### src/rtl/ecc_scrub_ctrl.sv
// ecc_scrub_ctrl
//   Sequencing controller that shares one 32-bit SEC corrector between host
//   reads and a background scrub engine, and writes repaired words back to
//   a word-addressed ECC memory. Host reads have priority over scrub; every
//   operation runs to completion once accepted.
//
// Optional feature macro: ECC_HOST_WB_EN
//   defined   : a host read that needed correction is also written back
//               (RSP -> WB).
//   undefined : only scrub operations repair memory (RSP -> IDLE).
//
// Ports
//   Gclk, Grst_n          clock (rising edge), async active-low reset
//   scrub_en              enables the scrub interval counter
//   host_req/host_addr    host read request (level) and address
//   host_gnt              accept pulse, combinational (IDLE && host_req)
//   host_rvalid/rdata     one-cycle corrected read response
//   mem_req/we/addr       memory command strobe, direction and address
//   mem_wdata/mem_wchk    write-back data (corrected) and check bits (as read)
//   mem_rdata/rchk/rvalid memory read return
//   cor_id/cor_ic/cor_r   corrector inputs (captured word) and enable
//   cor_od                corrector output (combinational)
//   corr_cnt              saturating count of corrected words
//   busy                  state != IDLE
//
// Handshake: host_req is a level request the host holds until it sees
// host_gnt; host_gnt is asserted only in IDLE and is the single cycle in
// which host_addr is sampled. mem_req is a one-cycle command strobe with no
// back-pressure; mem_rvalid is honoured only while waiting for a read.
module ecc_scrub_ctrl #(
    parameter int AW             = 8,
    parameter int SCRUB_INTERVAL = 1024
) (
    input  logic          Gclk,
    input  logic          Grst_n,
    input  logic          scrub_en,
    input  logic          host_req,
    input  logic [AW-1:0] host_addr,
    output logic          host_gnt,
    output logic          host_rvalid,
    output logic [31:0]   host_rdata,
    output logic          mem_req,
    output logic          mem_we,
    output logic [AW-1:0] mem_addr,
    output logic [31:0]   mem_wdata,
    output logic [7:0]    mem_wchk,
    input  logic [31:0]   mem_rdata,
    input  logic [7:0]    mem_rchk,
    input  logic          mem_rvalid,
    output logic [31:0]   cor_id,
    output logic [7:0]    cor_ic,
    output logic          cor_r,
    input  logic [31:0]   cor_od,
    output logic [15:0]   corr_cnt,
    output logic          busy
);

`ifdef ECC_HOST_WB_EN
    localparam bit HOST_WB = 1'b1;
`else
    localparam bit HOST_WB = 1'b0;
`endif

    localparam int CW = (SCRUB_INTERVAL > 2) ? $clog2(SCRUB_INTERVAL) : 1;

    typedef enum logic [2:0] {
        S_IDLE = 3'd0,
        S_RD   = 3'd1,
        S_WAIT = 3'd2,
        S_COR  = 3'd3,
        S_RSP  = 3'd4,
        S_WB   = 3'd5
    } state_t;

    state_t          r_state;
    state_t          w_next;
    logic            r_op_host;
    logic [AW-1:0]   r_op_addr;
    logic [31:0]     r_cap_d;
    logic [7:0]      r_cap_c;
    logic [31:0]     r_fixed;
    logic            r_err;
    logic [15:0]     r_corr_cnt;
    logic [AW-1:0]   r_scrub_addr;
    logic [CW-1:0]   r_int_cnt;
    logic            r_scrub_pend;

    logic            w_acc_host;
    logic            w_acc_scrub;
    logic            w_scrub_step;
    logic            w_err;
    logic            w_int_wrap;

    // Check-bit-only errors leave the data untouched, so they never count
    // as a correction and never trigger a write-back.
    assign w_err      = (cor_od != r_cap_d);
    assign w_int_wrap = (r_int_cnt == CW'(SCRUB_INTERVAL - 1));

    always_comb begin
        w_next       = r_state;
        w_acc_host   = 1'b0;
        w_acc_scrub  = 1'b0;
        w_scrub_step = 1'b0;
        host_gnt     = 1'b0;
        host_rvalid  = 1'b0;
        host_rdata   = '0;
        mem_req      = 1'b0;
        mem_we       = 1'b0;
        mem_addr     = '0;
        mem_wdata    = '0;
        mem_wchk     = '0;
        cor_r        = 1'b0;
        case (r_state)
            S_IDLE: begin
                if (host_req) begin
                    host_gnt   = 1'b1;
                    w_acc_host = 1'b1;
                    w_next     = S_RD;
                end else if (r_scrub_pend) begin
                    w_acc_scrub = 1'b1;
                    w_next      = S_RD;
                end
            end
            S_RD: begin
                mem_req  = 1'b1;
                mem_addr = r_op_addr;
                w_next   = S_WAIT;
            end
            S_WAIT: begin
                if (mem_rvalid) w_next = S_COR;
            end
            S_COR: begin
                cor_r = 1'b1;
                if (r_op_host) begin
                    w_next = S_RSP;
                end else if (w_err) begin
                    w_next = S_WB;
                end else begin
                    w_next       = S_IDLE;
                    w_scrub_step = 1'b1;
                end
            end
            S_RSP: begin
                host_rvalid = 1'b1;
                host_rdata  = r_fixed;
                w_next      = (r_err && HOST_WB) ? S_WB : S_IDLE;
            end
            S_WB: begin
                mem_req      = 1'b1;
                mem_we       = 1'b1;
                mem_addr     = r_op_addr;
                mem_wdata    = r_fixed;
                mem_wchk     = r_cap_c;
                w_next       = S_IDLE;
                w_scrub_step = !r_op_host;
            end
            default: w_next = S_IDLE;
        endcase
    end

    always_ff @(posedge Gclk or negedge Grst_n) begin
        if (!Grst_n) begin
            r_state      <= S_IDLE;
            r_op_host    <= 1'b0;
            r_op_addr    <= '0;
            r_cap_d      <= '0;
            r_cap_c      <= '0;
            r_fixed      <= '0;
            r_err        <= 1'b0;
            r_corr_cnt   <= '0;
            r_scrub_addr <= '0;
            r_int_cnt    <= '0;
            r_scrub_pend <= 1'b0;
        end else begin
            r_state <= w_next;

            if (w_acc_host) begin
                r_op_host <= 1'b1;
                r_op_addr <= host_addr;
            end else if (w_acc_scrub) begin
                r_op_host <= 1'b0;
                r_op_addr <= r_scrub_addr;
            end

            if (r_state == S_WAIT && mem_rvalid) begin
                r_cap_d <= mem_rdata;
                r_cap_c <= mem_rchk;
            end

            if (r_state == S_COR) begin
                r_fixed <= cor_od;
                r_err   <= w_err;
                if (w_err && r_corr_cnt != 16'hFFFF) r_corr_cnt <= r_corr_cnt + 16'd1;
            end

            if (w_scrub_step) r_scrub_addr <= r_scrub_addr + 1'b1;

            // A new interval expiry wins over consuming the pending request,
            // so pend never drops a tick; requests still do not accumulate.
            if (!scrub_en) begin
                r_int_cnt    <= '0;
                r_scrub_pend <= 1'b0;
            end else if (w_int_wrap) begin
                r_int_cnt    <= '0;
                r_scrub_pend <= 1'b1;
            end else begin
                r_int_cnt <= r_int_cnt + 1'b1;
                if (w_acc_scrub) r_scrub_pend <= 1'b0;
            end
        end
    end

    assign cor_id   = r_cap_d;
    assign cor_ic   = r_cap_c;
    assign corr_cnt = r_corr_cnt;
    assign busy     = (r_state != S_IDLE);

endmodule
### config.mk
export PLATFORM = sky130hd
export DESIGN_NAME = ecc_scrub_ctrl
export DESIGN_NICKNAME = d
export VERILOG_FILES = /design/src/rtl/ecc_scrub_ctrl.sv
export SDC_FILE = /design/constraint.sdc
export NUM_CORES = 1
export LEC_CHECK = 0
export CAP_MARGIN = 20
export CORE_MARGIN = 2
export CORE_UTILIZATION = 41
export CTS_BUF_LIST = sky130_fd_sc_hd__clkbuf_16
export DETAILED_ROUTE_END_ITERATION = 6
export PLACE_DENSITY_LB_ADDON = 0.05
export SYNTH_ARGS = -nofsm -noshare
export SYNTH_HDL_FRONTEND = slang
export SYNTH_SLANG_ARGS = --single-unit
### constraint.sdc
create_clock -name Gclk -period 4.6 [get_ports Gclk]
set_clock_uncertainty 0.05 [all_clocks]
set_input_delay 0.46 -clock Gclk [delete_from_list [all_inputs] [get_ports Gclk]]
set_output_delay 0.46 -clock Gclk [all_outputs]
set_load 0.05 [all_outputs]
==> results of run 1 <==
==> metrics by stage <==
stage / power, mW / hold WS, ns / utilization, % / worst slack (ns) / instance area, um2
2_1_floorplan: 3.51 / 0.114 / - / 2.01 / 5740
3_5_place_dp: 4.52 / 0.307 / 59.6 / 1.34 / 8210
6_report: 5.72 / 0.420 / 63.6 / 1.20 / 8760
3_3_place_gp: 4.46 / 0.305 / 59.6 / 1.40 / 8210
5_1_grt: 6.02 / 0.427 / 63.6 / 1.00 / 8760
4_1_cts: 5.76 / 0.409 / 63.6 / 1.17 / 8760
==> power by group <==
group	internal, mW	switching [mW]	total, mW
logic	0.984	1.70	2.69
registers	1.45	0.357	1.81
clock network	0.776	0.450	1.23
total	3.21	2.51	5.72
==> worst register-to-register path, delay by kind of cell (launching register included) <==
| family | cells | cell delay, ns |
|---|---|---|
| AOI/OAI and AO/OA | 1 | 0.16 |
| DFF | 1 | 0.33 |
| buffers and inverters | 2 | 0.94 |
| muxes | 1 | 0.29 |
| and+or+nand+nor | 2 | 0.95 |
==> cells by family after synthesis <==
family | Yosys count | synth area share [%]
and+or+nand+nor | 263 | 23.3
buffers and inverters | 35 | 2.42
AOI/OAI and AO/OA | 30 | 3.82
xor gates and xnor gates | 63 | 9.62
DFF | 119 | 51.9
adders and majority gates | 3 | 0.654
muxes | 42 | 8.24
==> area by class of cell <==
cell class                 count  area share, %
sequential                   119           34.0
multi-input combinational    401           30.2
timing repair buffer         235           26.7
clock buffer                  17           4.85
tap                          180           2.57
clock inverter                15           1.38
inverter                       7          0.300
==> flip-flops by register name, indices dropped and copies added, names as in the netlist <==
name and count:
cor_ic 8, cor_id 32, corr_cnt 16, r_fixed 32
r_int_cnt 10, r_op_addr 8, r_op_host 1, r_scrub_addr 8
r_scrub_pend 1, r_state 3
==> synth_stat cells <==
cell                          n
sky130_fd_sc_hd__a2111oi_2    1
sky130_fd_sc_hd__a211oi_1     4
sky130_fd_sc_hd__a21boi_0     1
sky130_fd_sc_hd__a21oi_1      4
sky130_fd_sc_hd__a22oi_1      7
sky130_fd_sc_hd__a311oi_4     1
sky130_fd_sc_hd__and2_1      44
sky130_fd_sc_hd__and2_4       1
sky130_fd_sc_hd__and3_1      45
sky130_fd_sc_hd__and3_2       2
sky130_fd_sc_hd__and4_1       2
sky130_fd_sc_hd__buf_6        1
sky130_fd_sc_hd__clkbuf_1    27
sky130_fd_sc_hd__clkinv_1     1
sky130_fd_sc_hd__dfrtp_1    119
sky130_fd_sc_hd__ha_1         3
sky130_fd_sc_hd__inv_1        6
sky130_fd_sc_hd__mux2_2      42
sky130_fd_sc_hd__nand2_1    116
sky130_fd_sc_hd__nand2b_1     1
sky130_fd_sc_hd__nand3_1     10
sky130_fd_sc_hd__nand3_2      3
sky130_fd_sc_hd__nand3b_1     2
sky130_fd_sc_hd__nand4_1      8
sky130_fd_sc_hd__nor2_1      14
sky130_fd_sc_hd__nor2_4       1
sky130_fd_sc_hd__nor2b_1      2
sky130_fd_sc_hd__nor3_1       2
sky130_fd_sc_hd__nor3b_1      1
sky130_fd_sc_hd__nor4_1       8
sky130_fd_sc_hd__nor4bb_1     1
sky130_fd_sc_hd__o21ai_0      8
sky130_fd_sc_hd__o21ai_1      1
sky130_fd_sc_hd__o22ai_1      2
sky130_fd_sc_hd__o32a_1       1
sky130_fd_sc_hd__xnor2_1     19
sky130_fd_sc_hd__xor2_1      44
==> layout by cell type, fill, tap and decap left out, drive strengths merged <==
cell / netlist / layout
clkdlybuf4s50: 0 / 224
dfrtp: 119 / 119
nand2: 116 / 116
and3: 47 / 47
and2: 45 / 45
xor2: 44 / 44
mux2: 42 / 42
xnor2: 19 / 19
clkbuf: 27 / 17
nor2: 15 / 15
nand3: 13 / 13
buf: 1 / 10
inv: 6 / 9
o21ai: 9 / 9
clkinv: 1 / 9
nor4: 8 / 8
nand4: 8 / 8
a22oi: 7 / 7
a211oi: 4 / 4
a21oi: 4 / 4
ha: 3 / 3
nand3b: 2 / 2
nor3: 2 / 2
and4: 2 / 2
o22ai: 2 / 2
clkinvlp: 0 / 2
bufinv: 0 / 2
nor2b: 2 / 2
nor3b: 1 / 1
a311oi: 1 / 1
nand2b: 1 / 1
o32a: 1 / 1
nor4bb: 1 / 1
a2111oi: 1 / 1
a21boi: 1 / 1
dlygate4sd3: 0 / 1
==> worst max path at each step <==
stage,startpoint,endpoint,slack (ns)
after detailed placement,cor_od[17],r_scrub_addr[1],1.34
final,r_state[1],host_rdata[8],1.20
after CTS,r_state[1],host_rdata[29],1.17
after global placement,cor_od[17],r_scrub_addr[1],1.40
after global routing,r_state[1],host_rdata[29],1.00
after floorplan,r_state[2],host_rdata[22],2.01
==> layer usage <==
metal | up-vias | wire length (um)
li1 | 2320 | -
met1 | 2301 | 7180
met2 | 188 | 8140
met3 | 25 | 1200
met4 | 0 | 341
met5 | - | 0
==> timing repair <==
action / CTS / global route
hold endpoints to repair: 19 / 0
resized for setup: 0 / 0
hold buffers: 1 / 0
endpoints found under the setup margin: 0 / 0
==> summary by stage, run 1 <==
Run status
The flow ran to the end, and the final reports show no timing, DRC or antenna violations.

Clock network
The H-tree was split into 4 levels. TritonCTS built the clock tree. The clock latency on the worst-skew pair is 0.42 ns. Counting along the longest clock path gives a buffer depth of 2.

The post-CTS setup repair buffer count is 0. CTS saw 119 sinks. The number of buffers created by CTS is 17.

The post-CTS clock slew at the launch and capture registers of the worst setup and hold paths is 0.05 ns. The cell sitting at the root of the clock tree is a sky130_fd_sc_hd__clkbuf_16.

Die
The overall die area is 0.0150 mm2. Row generation in the floorplan step produced 43 rows. For this configuration, the core starts out at a cell density of 41.7%. The horizontal die dimension is 122 um. In this run the count of I/O pins placed on the die edge is 227.

From bottom edge to top edge, the die measures 122 um. The core region is 0.0138 mm2.

Critical path
In this run the number of cells on the critical path is 4. STA classifies the critical path endpoint as an output pin. The arrival time at the worst endpoint is 2.89 ns. The delay of the slowest critical-path stage is 0.81 ns. STA classifies the critical path startpoint as a register.

The maximum fanout along the worst path is 21. Counting both buffers and inverters, the worst setup path holds a total of 2. The kind of cell adding the most delay to the critical path is buffers and inverters. The worst setup path is of the register to output pin kind. The launch instance of the worst register-to-register path is r_state[2]. Across all register-to-register paths, the minimum setup slack is 1.76 ns.

The critical path goes through nor3b_2 > buf_4 > and2_1 > clkdlybuf4s50_1. Measured in cells, the most critical reg-to-reg path has a length of 6. The terminus of the critical flop-to-flop path is r_scrub_addr[1]. Data on the critical path is required at its endpoint by 4.09 ns.

The slowest stage of the critical path belongs to the cell sky130_fd_sc_hd__clkdlybuf4s50_1.

Placed design
The number of port buffers is 226. The number of cells in the design after placement is 941. Routability-driven placement finished with a final weighted congestion of 0.792. The wire-length estimate of the detail-placed layout is 12300 um.

Cells and area
The synthesis-to-finish area growth is 52.8%. The layout has 1168 filler cells. After the last flow step, the layout net total stands at 869.

The multi-input combinational cells in the finished layout cover a total of 0.00265 mm2. Excluding fillers, the count of instances in the completed layout stands at 974. Cells with a size suffix above 1 make up 11.2% of the layout. The storage element area is 0.00298 mm2. The number of antenna diodes in the final layout is 0.

Yosys
In this run the cell area of the synthesized design comes to 0.00574 mm2. Synthesis produced a netlist with a net count of 643. The total number of yosys warnings is 0.

The number of distinct library cells after synthesis is 37. Counting flops and latches in the post-synthesis netlist gives 119. By area the synthesized netlist is led by sky130_fd_sc_hd__dfrtp_1, sky130_fd_sc_hd__mux2_2, sky130_fd_sc_hd__nand2_1. The sequential element share of the synthesized area is 51.9%. The number of cells produced by synthesis is 555. The average instance area after synthesis is 10.3 um2. sky130_fd_sc_hd__dfrtp_1 takes more of the synthesized area than any other cell. The fraction of synthesized cell area taken by the top area cell type is 51.9%.

Power
The static leakage power is 3.88 nW. The largest vdd supply drop is 0.522 mV. Dividing total power by cell area gives a power density of 653 mW/mm2.

STA
The transition time at the pin with the least slew margin is 0.965 ns. The final max-slew violation count is 0. The fmax is 0.294 GHz.

The final setup violation count is 0. For the final routed database, the setup TNS stands at 0 ns. The worst slew margin relative to its limit is 35.6%.

Setup repair after global routing left no endpoint under its margin. The final hold violation count came to 0. The post-route clock period utilization is 73.9%.

Counting I/O delays and the setup requirement, the final critical path takes 3.40 ns.

Global route
The wire length of the first global-routing pass is 26200 um. The number of antenna violations at the first check in global routing was 0. Entering global routing, the biggest net connects 52 pins.

In the global route stage, met1 resource usage came out at 30.0%. The via count of the first global-routing pass came to 4925. For this run, global-route usage on met3 was measured as 6.51%. For met2 alone, demand over resource in global routing was 37.0%. The total overflow left after global routing is 0. met2 is the most crowded layer. Global routing used 23.1% of the available tracks.

Worst hold path
The min-delay analysis places its worst path in the category primary input to asynchronous set/reset pin.

Drt
The routed layout has 4834 vias. The routed design has 16900 um of wire. Using the TritonRoute via totals, the vias-per-cell ratio works out to 4.96. The number of detailed-route iterations in the first pass is 5.

In the routed design, unresolved DRC markers number 0. Dividing the detail-routed wire length by the instance count gives 17.3 um. Once detail routing completed, the nets flagged for antenna violations numbered 0. The initial detailed-routing violation count is 289.

Flow run
The total of max-cap violations is 0.
Note: power is estimated with default switching activity, not from simulation.
==> run 2, diff against run 1 <==
--- a/config.mk
+++ b/config.mk
@@ -7,7 +7,7 @@
 export LEC_CHECK = 0
 export CAP_MARGIN = 20
 export CORE_MARGIN = 2
-export CORE_UTILIZATION = 41
+export CORE_UTILIZATION = 40
 export CTS_BUF_LIST = sky130_fd_sc_hd__clkbuf_16
 export DETAILED_ROUTE_END_ITERATION = 6
 export PLACE_DENSITY_LB_ADDON = 0.05
==> constraint.sdc (replaced) <==
create_clock -name Gclk -period 3 [get_ports Gclk]
set_clock_uncertainty 0.05 [all_clocks]
set_input_delay 0.3 -clock Gclk [delete_from_list [all_inputs] [get_ports Gclk]]
set_output_delay 0.3 -clock Gclk [all_outputs]
set_load 0.05 [all_outputs]
==> run 2 against run 1 <==
Against the previous run:
- combinational power increased by 57%
- sequential share of layout area decreased by 1.1 points
- flip-flop and latch count unchanged
- count of clock-buffer cells in the layout unchanged
- largest cell class unchanged
- highest routed layer unchanged
==> summary by stage, run 2 (same netlist as run 1, synthesis figures left out) <==
Run status
The flow ran to the end, and the final reports show no timing, DRC or antenna violations.

Global route
The met2 demand-to-capacity share in global routing is 38.3% (+1.2 points). met2 is the most crowded layer. The met1 global-route usage is 28.4% (-1.6 points).

The residual overflow from global routing came to 0 (unchanged). The via count of the first global-routing pass is 4940 (+0.30%). The number of antenna violations at the first check in global routing is 0 (unchanged). The met3 track demand over resource in global routing came to 7.83% (+1.3 points). The maximum number of pins on one net before global-route repair is 62 (+19%).

The global router's overall resource usage is 23.1% (+0.025 points). The wire length of the first global-routing pass is 26500 um (+1.3%).

Worst hold path
The end of the worst hold path is r_op_addr[2]. The beginning of the worst hold path is r_op_addr[2]. The classification of the worst-slack hold path is register to register. The number of stages on the worst hold path is 2.

Cells and area
The count of nets after finishing is 872 (+0.35%). The library cell used most frequently in the layout, excluding fill and tap cells, is sky130_fd_sc_hd__clkdlybuf4s50_1. The proportion of layout cells with a drive suffix above 1 is 22.3% (+11 points). The end-of-flow core utilization is 64.9% (+1.3 points). The fill cell instance count of the final layout is 1153 (-1.3%). The library cells used most frequently in the layout, excluding fill and tap cells, are sky130_fd_sc_hd__clkdlybuf4s50_1, sky130_fd_sc_hd__dfrtp_1, sky130_fd_sc_hd__nand2_1. The count of antenna diodes in the layout came to 0 (unchanged). Relative to the synthesized area, the layout overhead comes to 57.7%.

STA
The minimum setup slack in the final design is 0.458 ns (-0.743 ns). The post-route clock period utilization is 84.7%. The fmax is 0.393 GHz. The final max-slew violation count is 0 (unchanged). The final setup violation count was 0 (unchanged). The worst hold slack is 0.418 ns (-0.00204 ns).

The worst slew margin relative to its limit is 47.6% (+12 points). The transition time at the pin with the least slew margin is 0.787 ns (-0.178 ns). The total negative slack is 0 ns (unchanged). Setup repair after global routing left no endpoint under its margin. The post-route minimum period is 2.54 ns. The final hold violation count was 0 (unchanged).

Die
The starting utilization of the core area is 41.2% (-0.48 points). The horizontal die dimension is 124 um (+1.2%). The floorplan row count was 43 (unchanged). The area of the placeable core was 0.0139 mm2 (+1.2%). The die outline height is 124 um (+1.2%).

The overall die area was 0.0153 mm2 (+2.4%). The I/O pin count is 227 (unchanged).

Drt
The number of vias per cell came to 5.00 (+0.66%). The average wire per standard cell is 17.5 um (+1.3%). The DRC violations left came to 0 (unchanged). The initial detailed-routing violation count was 208 (-28%).

The number of vias after detailed routing is 4881 (+0.97%). The number of detailed-route iterations in the first pass was 4 (-1). The number of nets with antenna violations after routing is 0 (unchanged). The total detailed-routing wirelength is 17100 um (+1.6%).

Placed design
The number of port buffers is 226 (unchanged). The worst setup slack before clock tree synthesis is 0.125 ns (-1.22 ns). The placed wire-length estimate after detailed placement is 12400 um (+1.1%).

The placer's final routability congestion estimate came to 0.816 (+3.0%).

Power
The switching fraction of total power is 43.1% (-0.81 points). The static leakage power is 4.19 nW (+8.0%). The switching power of the nets came to 3.91 mW (+56%). The total power per unit cell area is 1000 mW/mm2 (+54%). The clock network fraction of total power is 22.8% (+1.4 points). The portion of total power attributed to combinational logic is 46.5% (-0.5 points).

The largest vdd supply drop was 0.694 mV (+33%). The internal power is 5.17 mW (+61%). The total power draw is 9.08 mW (+59%). The sequential share of power was 30.7% (-0.9 points).

Clock network
The clock tree from TritonCTS is done. The clock sink count is 119 (unchanged). The number of buffers created by CTS is 17 (unchanged). The H-tree depth reported by CTS is 4 (unchanged).

The post-CTS resize count is 0 (unchanged). The clock latency on the worst-skew pair was 0.42 ns (about the same). The root buffer cell is sky130_fd_sc_hd__clkbuf_16.

The post-CTS clock slew at the launch and capture registers of the worst setup and hold paths is 0.05 ns (about the same). The largest buffer count on any clock path is 2 (unchanged).

Critical path
The worst setup path is captured at a register. The arrival time at the worst endpoint is 2.79 ns (-0.10 ns). The required time reported for the critical path endpoint is 3.25 ns (-0.84 ns). The launch instance of the worst register-to-register path is cor_id[3]. Grouping stages by cell kind, the critical path spends the most delay in simple AND/OR/NAND/NOR gates. The number of buffer and inverter instances along the worst setup path is 0 (-2). The maximum fanout along the worst path was 7 (-67%). The number of cells on the worst reg-to-reg path is 7 (+1). Traced cell by cell, the critical path runs through xor2_1 > nor4_1 > nand4_1 > nor2_4 > nand2_1 > a21oi_1 > mux2_2. The worst-case register-to-register setup slack was 0.46 ns (-1.30 ns). The cell type of the slowest stage on the worst timing path is sky130_fd_sc_hd__nor4_1.

The category of the most critical setup path is register to register. The terminus of the critical flop-to-flop path is r_scrub_addr[1]. The element type at the critical path start is a register.

The delay of the slowest critical-path stage is 0.51 ns (-0.30 ns).

Flow run
The total of max-cap violations is 0 (unchanged).
[run 2: cell count changes in the layout (fill, tap and decap cells not counted)]
cell	before	now
sky130_fd_sc_hd__buf_12	1	35
sky130_fd_sc_hd__clkdlybuf4s50_1	224	140
sky130_fd_sc_hd__clkinv_1	5	3
sky130_fd_sc_hd__clkinv_2	4	6
sky130_fd_sc_hd__bufinv_16	2	4
sky130_fd_sc_hd__buf_4	9	62
sky130_fd_sc_hd__clkinvlp_4	2	0
[run 2: layer usage]
metal	part of all wire (%)	vias up	routed length [um]
met3	8.6	23	1480
met2	49	181	8350
li1	-	2327	-
met4	1.9	0	330
met1	41	2350	6980
met5	0	-	0
[run 2: power by group through the flow]
stage / clock [mW] / combinational, mW / sequential (mW)
CTS: 2.10 / 4.28 / 2.79
detailed placement: 0 / 4.26 / 2.81
finish: 2.07 / 4.23 / 2.79
floorplan: 0 / 1.69 / 3.70
global route: 2.18 / 4.49 / 2.88
global placement: 0 / 4.21 / 2.78
[run 2: stage by stage]
| step | std cells | cell area [um2] |
|---|---|---|
| 6_report | 977 | 9050 |
| 5_1_grt | 977 | 9050 |
| 4_1_cts | 977 | 9050 |
| 3_5_place_dp | 944 | 8440 |
| 3_3_place_gp | 944 | 8440 |
| 2_1_floorplan | 555 | 5740 |
[run 2: how the worst max path moves through the flow]
stage | from | end | slack, ns | cells after the start
global route | cor_id[3] | r_scrub_addr[1] | 0.23 | 7
global placement | cor_od[17] | r_scrub_addr[1] | 0.17 | 8
floorplan | r_state[2] | host_rdata[22] | 0.57 | 4
finish | cor_id[3] | r_scrub_addr[1] | 0.46 | 7
CTS | cor_id[3] | r_scrub_addr[1] | 0.45 | 7
detailed placement | cor_od[17] | r_scrub_addr[1] | 0.12 | 8
[run 2: cell type report]
| class | count | area [um2] | share of cell area (%) |
|---|---|---|---|
| clock buffers | 17 | 425 | 4.70 |
| inverters | 7 | 26.3 | 0.290 |
| well taps | 180 | 225 | 2.49 |
| flip-flops and latches | 119 | 2980 | 32.9 |
| repair buffers | 238 | 2580 | 28.5 |
| clock inverters | 15 | 169 | 1.87 |
| multi-input cells | 401 | 2650 | 29.3 |
[run 2: what timing repair did]
action | CTS | global route
hold buffers | 1 | 0
hold endpoints to repair | 60 | 0
setup buffers | 0 | 0
[run 2: worst reg2reg max path, cell delays in order (launching register included)]
cell,delay (ns)
sky130_fd_sc_hd__dfrtp_1,0.41
sky130_fd_sc_hd__xor2_1,0.18
sky130_fd_sc_hd__nor4_1,0.51
sky130_fd_sc_hd__nand4_1,0.30
sky130_fd_sc_hd__nor2_4,0.19
sky130_fd_sc_hd__nand2_1,0.18
sky130_fd_sc_hd__a21oi_1,0.26
sky130_fd_sc_hd__mux2_2,0.36
